File: src/rtl/core_pkg.sv
// Shared core definitions: reset fetch address, instruction width and the
// fetch-unit state encoding.
package core_pkg;

  localparam logic [31:0] RESET_PC = 32'h8000_0000;
  localparam int          INST_W   = 32;

  typedef enum logic [1:0] {
    S_REQ,
    S_WAIT,
    S_HOLD,
    S_DROP
  } ifu_state_t;

endpackage

File: src/rtl/ifu.sv
// Instruction fetch unit: one outstanding imem request, hands {pc, inst} to
// decode, and squashes in-flight fetches on execute redirects.
module ifu
  import core_pkg::*;
(
  input  logic              clk,
  input  logic              rst,
  input  logic [31:0]       pc,
  output logic [31:0]       next_pc,
  output logic              imem_req_valid,
  input  logic              imem_req_ready,
  output logic [31:0]       imem_req_addr,
  input  logic              imem_rsp_valid,
  input  logic [INST_W-1:0] imem_rsp_data,
  input  logic              redirect_valid,
  input  logic [31:0]       redirect_pc,
  output logic              if_valid,
  input  logic              if_ready,
  output logic [31:0]       if_pc,
  output logic [INST_W-1:0] if_inst
);

  ifu_state_t        state_q;
  logic [31:0]       fetch_pc_q;
  logic [INST_W-1:0] inst_q;
  logic              req_hs;
  logic [31:0]       redirect_tgt;

  assign redirect_tgt   = redirect_pc & ~32'd3;
  assign imem_req_valid = (state_q == S_REQ) && !rst;
  assign imem_req_addr  = pc;
  assign req_hs         = imem_req_valid && imem_req_ready;

  // Both outputs decode only the registered state, never if_ready/redirect.
  assign if_valid = (state_q == S_HOLD) && !rst;
  assign if_pc    = fetch_pc_q;
  assign if_inst  = inst_q;

  always_comb begin
    next_pc = pc;
    if (rst)                 next_pc = RESET_PC;
    else if (redirect_valid) next_pc = redirect_tgt;
    else if (req_hs)         next_pc = pc + 32'd4;
  end

  always_ff @(posedge clk) begin
    if (rst) begin
      state_q    <= S_REQ;
      fetch_pc_q <= '0;
      inst_q     <= '0;
    end else begin
      unique case (state_q)
        S_REQ: begin
          if (req_hs) begin
            fetch_pc_q <= pc;
            state_q    <= redirect_valid ? S_DROP : S_WAIT;
          end
        end
        S_WAIT: begin
          if (imem_rsp_valid) begin
            if (!redirect_valid) begin
              inst_q  <= imem_rsp_data;
              state_q <= S_HOLD;
            end else begin
              state_q <= S_REQ;
            end
          end else if (redirect_valid) begin
            state_q <= S_DROP;
          end
        end
        S_HOLD: begin
          if (redirect_valid || if_ready) state_q <= S_REQ;
        end
        S_DROP: begin
          // The stale response retires the only outstanding request; a
          // redirect here has already been folded into next_pc.
          if (imem_rsp_valid) state_q <= S_REQ;
        end
        default: state_q <= S_REQ;
      endcase
    end
  end

endmodule

File: config.mk
export PLATFORM = sky130hd
export DESIGN_NAME = ifu
export DESIGN_NICKNAME = d
export VERILOG_FILES = /design/src/rtl/core_pkg.sv /design/src/rtl/ifu.sv
export SDC_FILE = /design/constraint.sdc
export NUM_CORES = 1
export LEC_CHECK = 0
export BUFFER_PORTS_ARGS = -buffer_cell sky130_fd_sc_hd__buf_2
export CORE_ASPECT_RATIO = 0.75
export CORE_MARGIN = 5
export CORE_UTILIZATION = 46
export CTS_BUF_LIST = sky130_fd_sc_hd__clkbuf_8
export CTS_CLUSTER_SIZE = 10
export DETAILED_ROUTE_END_ITERATION = 7
export GPL_TIMING_DRIVEN = 0
export PLACE_DENSITY = 0.95
export SLEW_MARGIN = 5
export SYNTH_ARGS = -nofsm -noshare
export SYNTH_HDL_FRONTEND = slang
export SYNTH_SLANG_ARGS = --single-unit
File: constraint.sdc
create_clock -name clk -period 2.65 [get_ports clk]
set_input_delay 0.1325 -clock clk [delete_from_list [all_inputs] [get_ports clk]]
set_output_delay 0.1325 -clock clk [all_outputs]
set_load 0.005 [all_outputs]
Word-level counts from Yosys, hierarchy flattened:

Cells that the tools add are included.

* bits of input ports: 102
* output and inout port bits: 130
* logic and storage cells: 32
* register bits: 66

* $add $sub $neg: 1
* mux-type cells: 11
* bitwise logic cells: 1
* reduce and logical (&&, ||, !) cells: 9
* equal/unequal tests: 7

Operator list (count)
* $mux 32: 3
* $add 32x3->32 const B: 1
* $mux 2: 7
* $pmux 2 s4: 1
* $eq 2x2->1 const B: 2
* $ne 2x2->1 const B: 2
* $reduce_and 4->1: 1
* $logic_and 1x1->1: 3
* $ne 3x3->1 const B: 1
* $reduce_and 3->1: 1
* $eq 2x1->1 const B: 1
* $logic_not 2->1: 1
* $ne 2x1->1 const B: 1
* $reduce_and 2->1: 1
* $logic_not 1->1: 1
* $logic_or 1x1->1: 1
* $not 1->1: 1

Logic depth before layout (Yosys ltp):

Gate-level depths: netlist (run 1).

* depth in word-level cells: 6
* depth in mapped cells: 6
* mapped depth without buffers: 5

Worst setup path after synthesis (run 1):

No wires, ideal clock.

* path kind: reg2out
* from: register state_q[1]
* to: output next_pc[25]
* slack: 723 ps
* buffers on the path: 2
* stages on the path, launching flop included: 7
* arrival: 1795 ps
* required time: 2518 ps
* cell sequence: dfxtp_1 buf_2 nor4b_4 buf_2 nand3_2 or2_2 o311a_1

* cells in the longest elaborated chain, start to end: 6

RTL lines
* start, declared: line ifu.sv:23 `ifu_state_t state_q;`
* start signal, assigned: line ifu.sv:56 `state_q <= redirect_valid ? S_DROP : S_WAIT;`
* $logic_not 2->1: line ifu.sv:30 `assign imem_req_valid = (state_q == S_REQ) && !rst;`
* $logic_and 1x1->1: line ifu.sv:30
* $logic_and 1x1->1: line ifu.sv:32 `assign req_hs = imem_req_valid && imem_req_ready;`
* $mux 32: line ifu.sv:43 `else if (req_hs) next_pc = pc + 32'd4;`
* $mux 32: line ifu.sv:42 `else if (redirect_valid) next_pc = redirect_tgt;`
* $mux 32: line ifu.sv:41 `if (rst) next_pc = RESET_PC;`
* end, declared: line ifu.sv:9 `output logic [31:0] next_pc,`

Every way passes these cells.

Worst setup path in the final report (run 1):

* from: register state_q[0]
* to: output next_pc[29]

The elaborated chain is that of the path after synthesis.

==> flow_metrics.tcl, run 1 <==
set metrics [dict create \
    start_util_pct 46.94 \
    n_fill_cell 744 \
    seqPwrFrac_pct 44.2 \
    path_max_fanout 10 \
    row_count 29 \
    ir_worst_vdd_mv 0.3992 \
    die_w_um 117.3 \
    cts_root_buffer "clkbuf_8" \
    die_h_um 90.44 \
    crit_required_ns 2.52 \
    synth_area_mm2 0.003969 \
    syn_to_final_growth_pct 40.57 \
    drc 0 \
    start_kind "flop" \
    h-tree-depth 3 \
    switching_power_mw 0.7816 \
    multi_input_area_mm2 0.002232 \
    cp-end-kind "output port" \
    synth_commonest_cells "146 x nand2_1, 66 x dfxtp_1, 39 x a21oi_1" \
    grt_overflow_total 0 \
    ys_ff_latch 66 \
    synth_top_cell_by_area "dfxtp_1" \
    relSlewSlack_pct 54.78 \
    dr.pass1.iters 6 \
    ff_latch_area_mm2 0.001324 \
    ys.flop_type "dfxtp_1" \
    switching_share_pct 32.11 \
    clock_path_buffers 2 \
    netlist_instances 547 \
    syn-mean-instance-area_um2 7.256 \
    cts.sinks 66 \
    drive_gt1_share_pct 36.41 \
    clkLatencyLatePin_ns 0.35 \
    dieArea_mm2 0.01060 \
    layout.nets 900 \
    viasPerCell 5.399 \
    hold_violations 0 \
    synth.distinct_cells 49 \
    synth_nets 650 \
    clkSlewWorstSetupHoldPaths_ns 0.08 \
    cp_data_arrival_time_ns 2.36 \
    grt_pass1_vias 4525 \
    yosys_warnings 0 \
    clock_skew_ns 0.01173 \
    hold_path_class "in -> reg" \
    outcome "completed" \
    yosysTopAreaCellShare_pct 33.29 \
    yosysMostFrequentCell "nand2_1" \
    leakage_nw 2.602 \
    cts_tree "yes" \
    clock_power_share_pct 32.3 \
    setup_violations 0 \
    wl_per_cell_um 16.62 \
    gp_congestion 0.9257 \
    crit_type "reg -> out" \
    antenna_found_initial 2 \
    rsz0062_at_grt "false" \
    p_int_mw 1.653 \
    cap_violations 0 \
    pwr-share-comb_pct 23.5 \
    dpl.hpwl_um 11410 \
    pin_count 232 \
    synth_edf_count 0 \
    core_area_mm2 0.008454 \
    grt_max_degree 14 \
    cts_buffers 9 \
    portBuffers 226 \
    post-route-period-util_pct 94.24 \
    setup_tns_ns 0 \
    ant_nets 0 \
    power_density_mw_per_mm2 436.4 \
    yosysSeqAreaShare_pct 33.29 \
    grt_util_all_layers_pct 27.19 \
    vias 4924 \
    grt_pass1_wl_um 22870 \
    worst_pin_slew_ns 0.6783 \
    max_freq_mhz 400.4 \
    placed_cells 881 \
    synth.area.top_cells "dfxtp_1 33%, nand2_1 14%, buf_4 6.1%" \
    stdcell_count 912 \
    finalWirelength_um 15160 \
    finalMaxSlewViolations 0 \
    async_reset_ff_share_pct 0 \
    layout_min_cycle_time_ns 2.497 \
    drt_iter0_drc 411 \
]
[critical path, stage by stage (launching register included)]
cell and delay (ns):
dfxtp_2 0.37, nor4b_4 0.37, buf_4 0.27, nand3_4 0.15
or2_2 0.35, o311a_1 0.36, buf_2 0.13
[cells in the final DEF (no fill, tap or decap), types with 10 or more instances in the layout]
cell type and count:
a211oi_1 10, a21oi_1 39, a311oi_1 11, buf_2 228, buf_4 34, clkbuf_1 30, dfxtp_1 64, dlygate4sd3_1 12
nand2_1 146, nand3_1 13, nand3b_1 30, nand4_1 15, nor2_1 36, o31ai_1 10
[routing by layer]
layer  wire length [um]  share of wire (%)  GRT usage (%)
met1               5823                 38          33.72
met2               7165                 47          43.60
met3               1815                 12          8.975
met4                352                2.3          9.742
met5                  0                  0              0
[path summary, 6_finish.rpt]
kind | depth (start not counted) | startpoint | endpoint | slack (ns)
worst min-delay path | 3 | imem_rsp_data[21] | if_inst[21]$_SDFFE_PP0P_ | 0.01
worst max-delay path | 6 | state_q[0]$_SDFFE_PP0P_ | next_pc[29] | 0.15
worst min register to register | 2 | if_inst[3]$_SDFFE_PP0P_ | if_inst[3]$_SDFFE_PP0P_ | 0.45
worst max register to register | 5 | state_q[1]$_SDFFE_PP0P_ | state_q[1]$_SDFFE_PP0P_ | 0.85
[area by class of cell]
class,instances,area share [%]
buffer,75,7.333
antenna,2,0.08971
multi-input combinational,398,40.01
inverter,7,0.4710
sequential,66,23.73
tap,108,2.422
clock buffer,9,2.220
timing repair buffer,240,22.76
clock inverter,7,0.9643
[flip-flops by register name (all words and copies together), names as in the netlist]
signal and flops:
if_pc 32, if_inst 32, state_q 2
[through the flow]
step / area [um2] / power [mW] / utilization [%] / hold slack [ns] / setup slack (ns)
2_1_floorplan: 3969 / 1.360 / - / 0.2315 / 0.7227
3_3_place_gp: 5235 / 1.637 / 61.92 / 0.3551 / 0.3173
3_5_place_dp: 5235 / 1.646 / 61.92 / 0.3658 / 0.3227
4_1_cts: 5543 / 2.447 / 65.56 / 0.0001641 / 0.007585
5_1_grt: 5579 / 2.547 / 65.99 / 0.01077 / 0.01045
6_report: 5579 / 2.434 / 65.99 / 0.01286 / 0.1527
[repair_timing]
action,in CTS,in global routing
resized for setup,1,9
endpoints found under the setup margin,7,13
endpoints found under the hold margin,12,0
setup buffers,1,1
pin swaps,1,5
cloned,0,0
hold buffers,12,0
[power groups by stage]
stage / clock network [mW] / registers [mW] / logic (mW)
CTS: 0.806 / 1.07 / 0.569
global route: 0.839 / 1.08 / 0.626
detailed placement: 0 / 1.10 / 0.551
finish: 0.786 / 1.08 / 0.573
floorplan: 0 / 1.10 / 0.261
global placement: 0 / 1.09 / 0.544
[logic make-up (layout without fill, tap and decap cells)]
logic type               Yosys count  in the layout  synth area share (%)
XOR/XNOR                           9              9                 1.986
buffers and inverters             83            338                 11.00
other                              0              2                     0
AND/OR/NAND/NOR                  296            296                 37.83
adder cells (fa/ha/maj)            1              1                0.3152
multiplexers                       1              1                0.2837
AO/OA/AOI/OAI                     91             91                 15.29
flip-flops                        66             66                 33.29
(Power assumes the default switching activity.)
==> run 2, diff against run 1 <==
clock period = 2.8 ns   (was 2.65 ns; I/O delays follow)
==> run 2 against run 1 <==
Effect of this change: register-to-register slack worse by 0.09 ns; combinational power is 7.2% lower; worst hold slack better by 0.0023 ns; sequential share of layout area is 0.46 points higher; core utilization is 1.4 points lower; setup slack worse by 0.053 ns; critical path type unchanged; critical endpoint unchanged; largest cell class unchanged.
==> flow_metrics.tcl, run 2 (synthesis gave the netlist of run 1 again) <==
set metrics [dict create \
    worst-r2r-cell-count 6 \
    n_fill_cell 764 \
    crit_type "reg -> out" \
    relSlewSlack_pct 56.34 \
    r2r_start "state_q[1]$_SDFFE_PP0P_" \
    dpl.hpwl_um 11410 \
    drive_gt1_share_pct 36.44 \
    min_path_cells 3 \
    final_cell_mix "228 x buf_2, 146 x nand2_1, 66 x dfxtp_1, 39 x a21oi_1, 36 x nor2_1" \
    grt_max_degree 14 \
    rsz0062_at_grt "false" \
    viasPerCell 5.424 \
    row_count 29 \
    placed_cells 881 \
    wl_per_cell_um 16.43 \
    cts_tree "yes" \
    outcome "completed" \
    core_area_mm2 0.008454 \
    hold_ws_ns 0.01514 \
    ir_worst_vdd_mv 0.3722 \
    hold_violations 0 \
    finalWirelength_um 14830 \
    clock_power_share_pct 32.4 \
    switching_power_mw 0.7313 \
    switching_share_pct 32.00 \
    die_h_um 90.44 \
    ant_nets 0 \
    fin_ws_ns 0.09923 \
    cap_violations 0 \
    layout.nets 891 \
    pin_count 232 \
    cts.sinks 66 \
    leakage_nw 2.560 \
    cp-end-kind "output port" \
    clkLatencyLatePin_ns 0.35 \
    finalMaxSlewViolations 0 \
    path_max_fanout 10 \
    fin_util_pct 64.61 \
    cp-startpoint "state_q[1]$_SDFFE_PP0P_" \
    design_area_mm2 0.005463 \
    start_util_pct 46.94 \
    post-route-period-util_pct 96.46 \
    hold_path_class "in -> reg" \
    max_freq_mhz 370.3 \
    grt_overflow_total 0 \
    seqPwrFrac_pct 44.4 \
    crit_required_ns 2.66 \
    dieArea_mm2 0.01060 \
    h-tree-depth 3 \
    grt_util_all_layers_pct 26.32 \
    layout_min_cycle_time_ns 2.701 \
    clkSlewWorstSetupHoldPaths_ns 0.08 \
    pre_cts_slack_ns 0.4652 \
    placedInstanceArea_mm2 0.005235 \
    cts_root_buffer "clkbuf_8" \
    grt_pass1_wl_um 22230 \
    portBuffers 226 \
    gp_congestion 0.9257 \
    p_total_mw 2.286 \
    p_int_mw 1.554 \
    clock_path_buffers 2 \
    power_density_mw_per_mm2 418.4 \
    die_w_um 117.3 \
    antenna_found_initial 2 \
    stdcell_count 903 \
    vias 4898 \
    hold_path.startpoint "imem_rsp_data[22]" \
    setup_tns_ns 0 \
    final_common_cell "buf_2" \
    worst_pin_slew_ns 0.6549 \
    pwr-share-comb_pct 23.3 \
    start_kind "flop" \
    grt_pass1_vias 4433 \
    clock_skew_ns 0.01014 \
    drt_iter0_drc 393 \
    dr.pass1.iters 6 \
    cp_data_arrival_time_ns 2.56 \
    cts_buffers 9 \
    drc 0 \
    setup_violations 0 \
    syn_to_final_growth_pct 37.64 \
]
-- run 2: changes by cell type in the layout (fill, tap and decap cells not counted) --
| cell | previous run | this run |
|---|---|---|
| dlygate4sd3_1 | 12 | 2 |
| dfxtp_1 | 64 | 66 |
| dfxtp_2 | 2 | 0 |
| a311oi_1 | 11 | 12 |
| a311oi_2 | 1 | 0 |
| buf_4 | 34 | 35 |
| buf_6 | 1 | 0 |
| clkbuf_1 | 30 | 31 |
| nand3_2 | 0 | 1 |
| nand3_4 | 1 | 0 |
-- run 2: layer usage --
layer	wire [um]	track usage, %
met1	5848	33.35
met2	6919	41.53
met3	1780	8.640
met4	284	9.169
met5	0	0
-- run 2: power by group through the flow --
stage | Combinational, mW | Clock, mW | Sequential, mW
2_1_floorplan | 0.247 | 0 | 1.04
3_3_place_gp | 0.515 | 0 | 1.03
3_5_place_dp | 0.521 | 0 | 1.04
4_1_cts | 0.527 | 0.763 | 1.01
5_1_grt | 0.581 | 0.793 | 1.02
6_report | 0.532 | 0.739 | 1.01
-- run 2: cell type report --
| cell class | instances | area, um2 | area share, % |
|---|---|---|---|
| Clock inverter | 7 | 53.80 | 0.9849 |
| Sequential cell | 66 | 1321 | 24.19 |
| Tap cell | 108 | 135.1 | 2.474 |
| Timing Repair Buffer | 230 | 1166 | 21.35 |
| Inverter | 7 | 26.28 | 0.4810 |
| Multi-Input combinational cell | 398 | 2218 | 40.61 |
| Antenna cell | 2 | 5.005 | 0.09162 |
| Clock buffer | 9 | 123.9 | 2.268 |
| Buffer | 76 | 412.9 | 7.558 |
-- run 2: what timing repair did --
item / CTS / global route
hold endpoints to repair: 2 / 0
resized for setup: 0 / 3
buffers inserted: 0 / 2
hold buffers: 2 / 0
endpoints found under the setup margin: 0 / 7
-- run 2: worst max-delay path, cell delays in order, from the launching register on --
cell	delay, ns
dfxtp_1	0.30
buf_2	0.17
nor4b_4	0.37
buf_4	0.26
nand3_2	0.23
or2_2	0.39
o311a_1	0.36
buf_2	0.13
-- run 2: path summary, 6_finish.rpt --
kind / endpoint / slack (ns)
worst min-delay path: if_inst[22]$_SDFFE_PP0P_ / 0.02
worst max register to register: state_q[1]$_SDFFE_PP0P_ / 0.76
worst min register to register: if_inst[3]$_SDFFE_PP0P_ / 0.45
worst max-delay path: next_pc[29] / 0.1
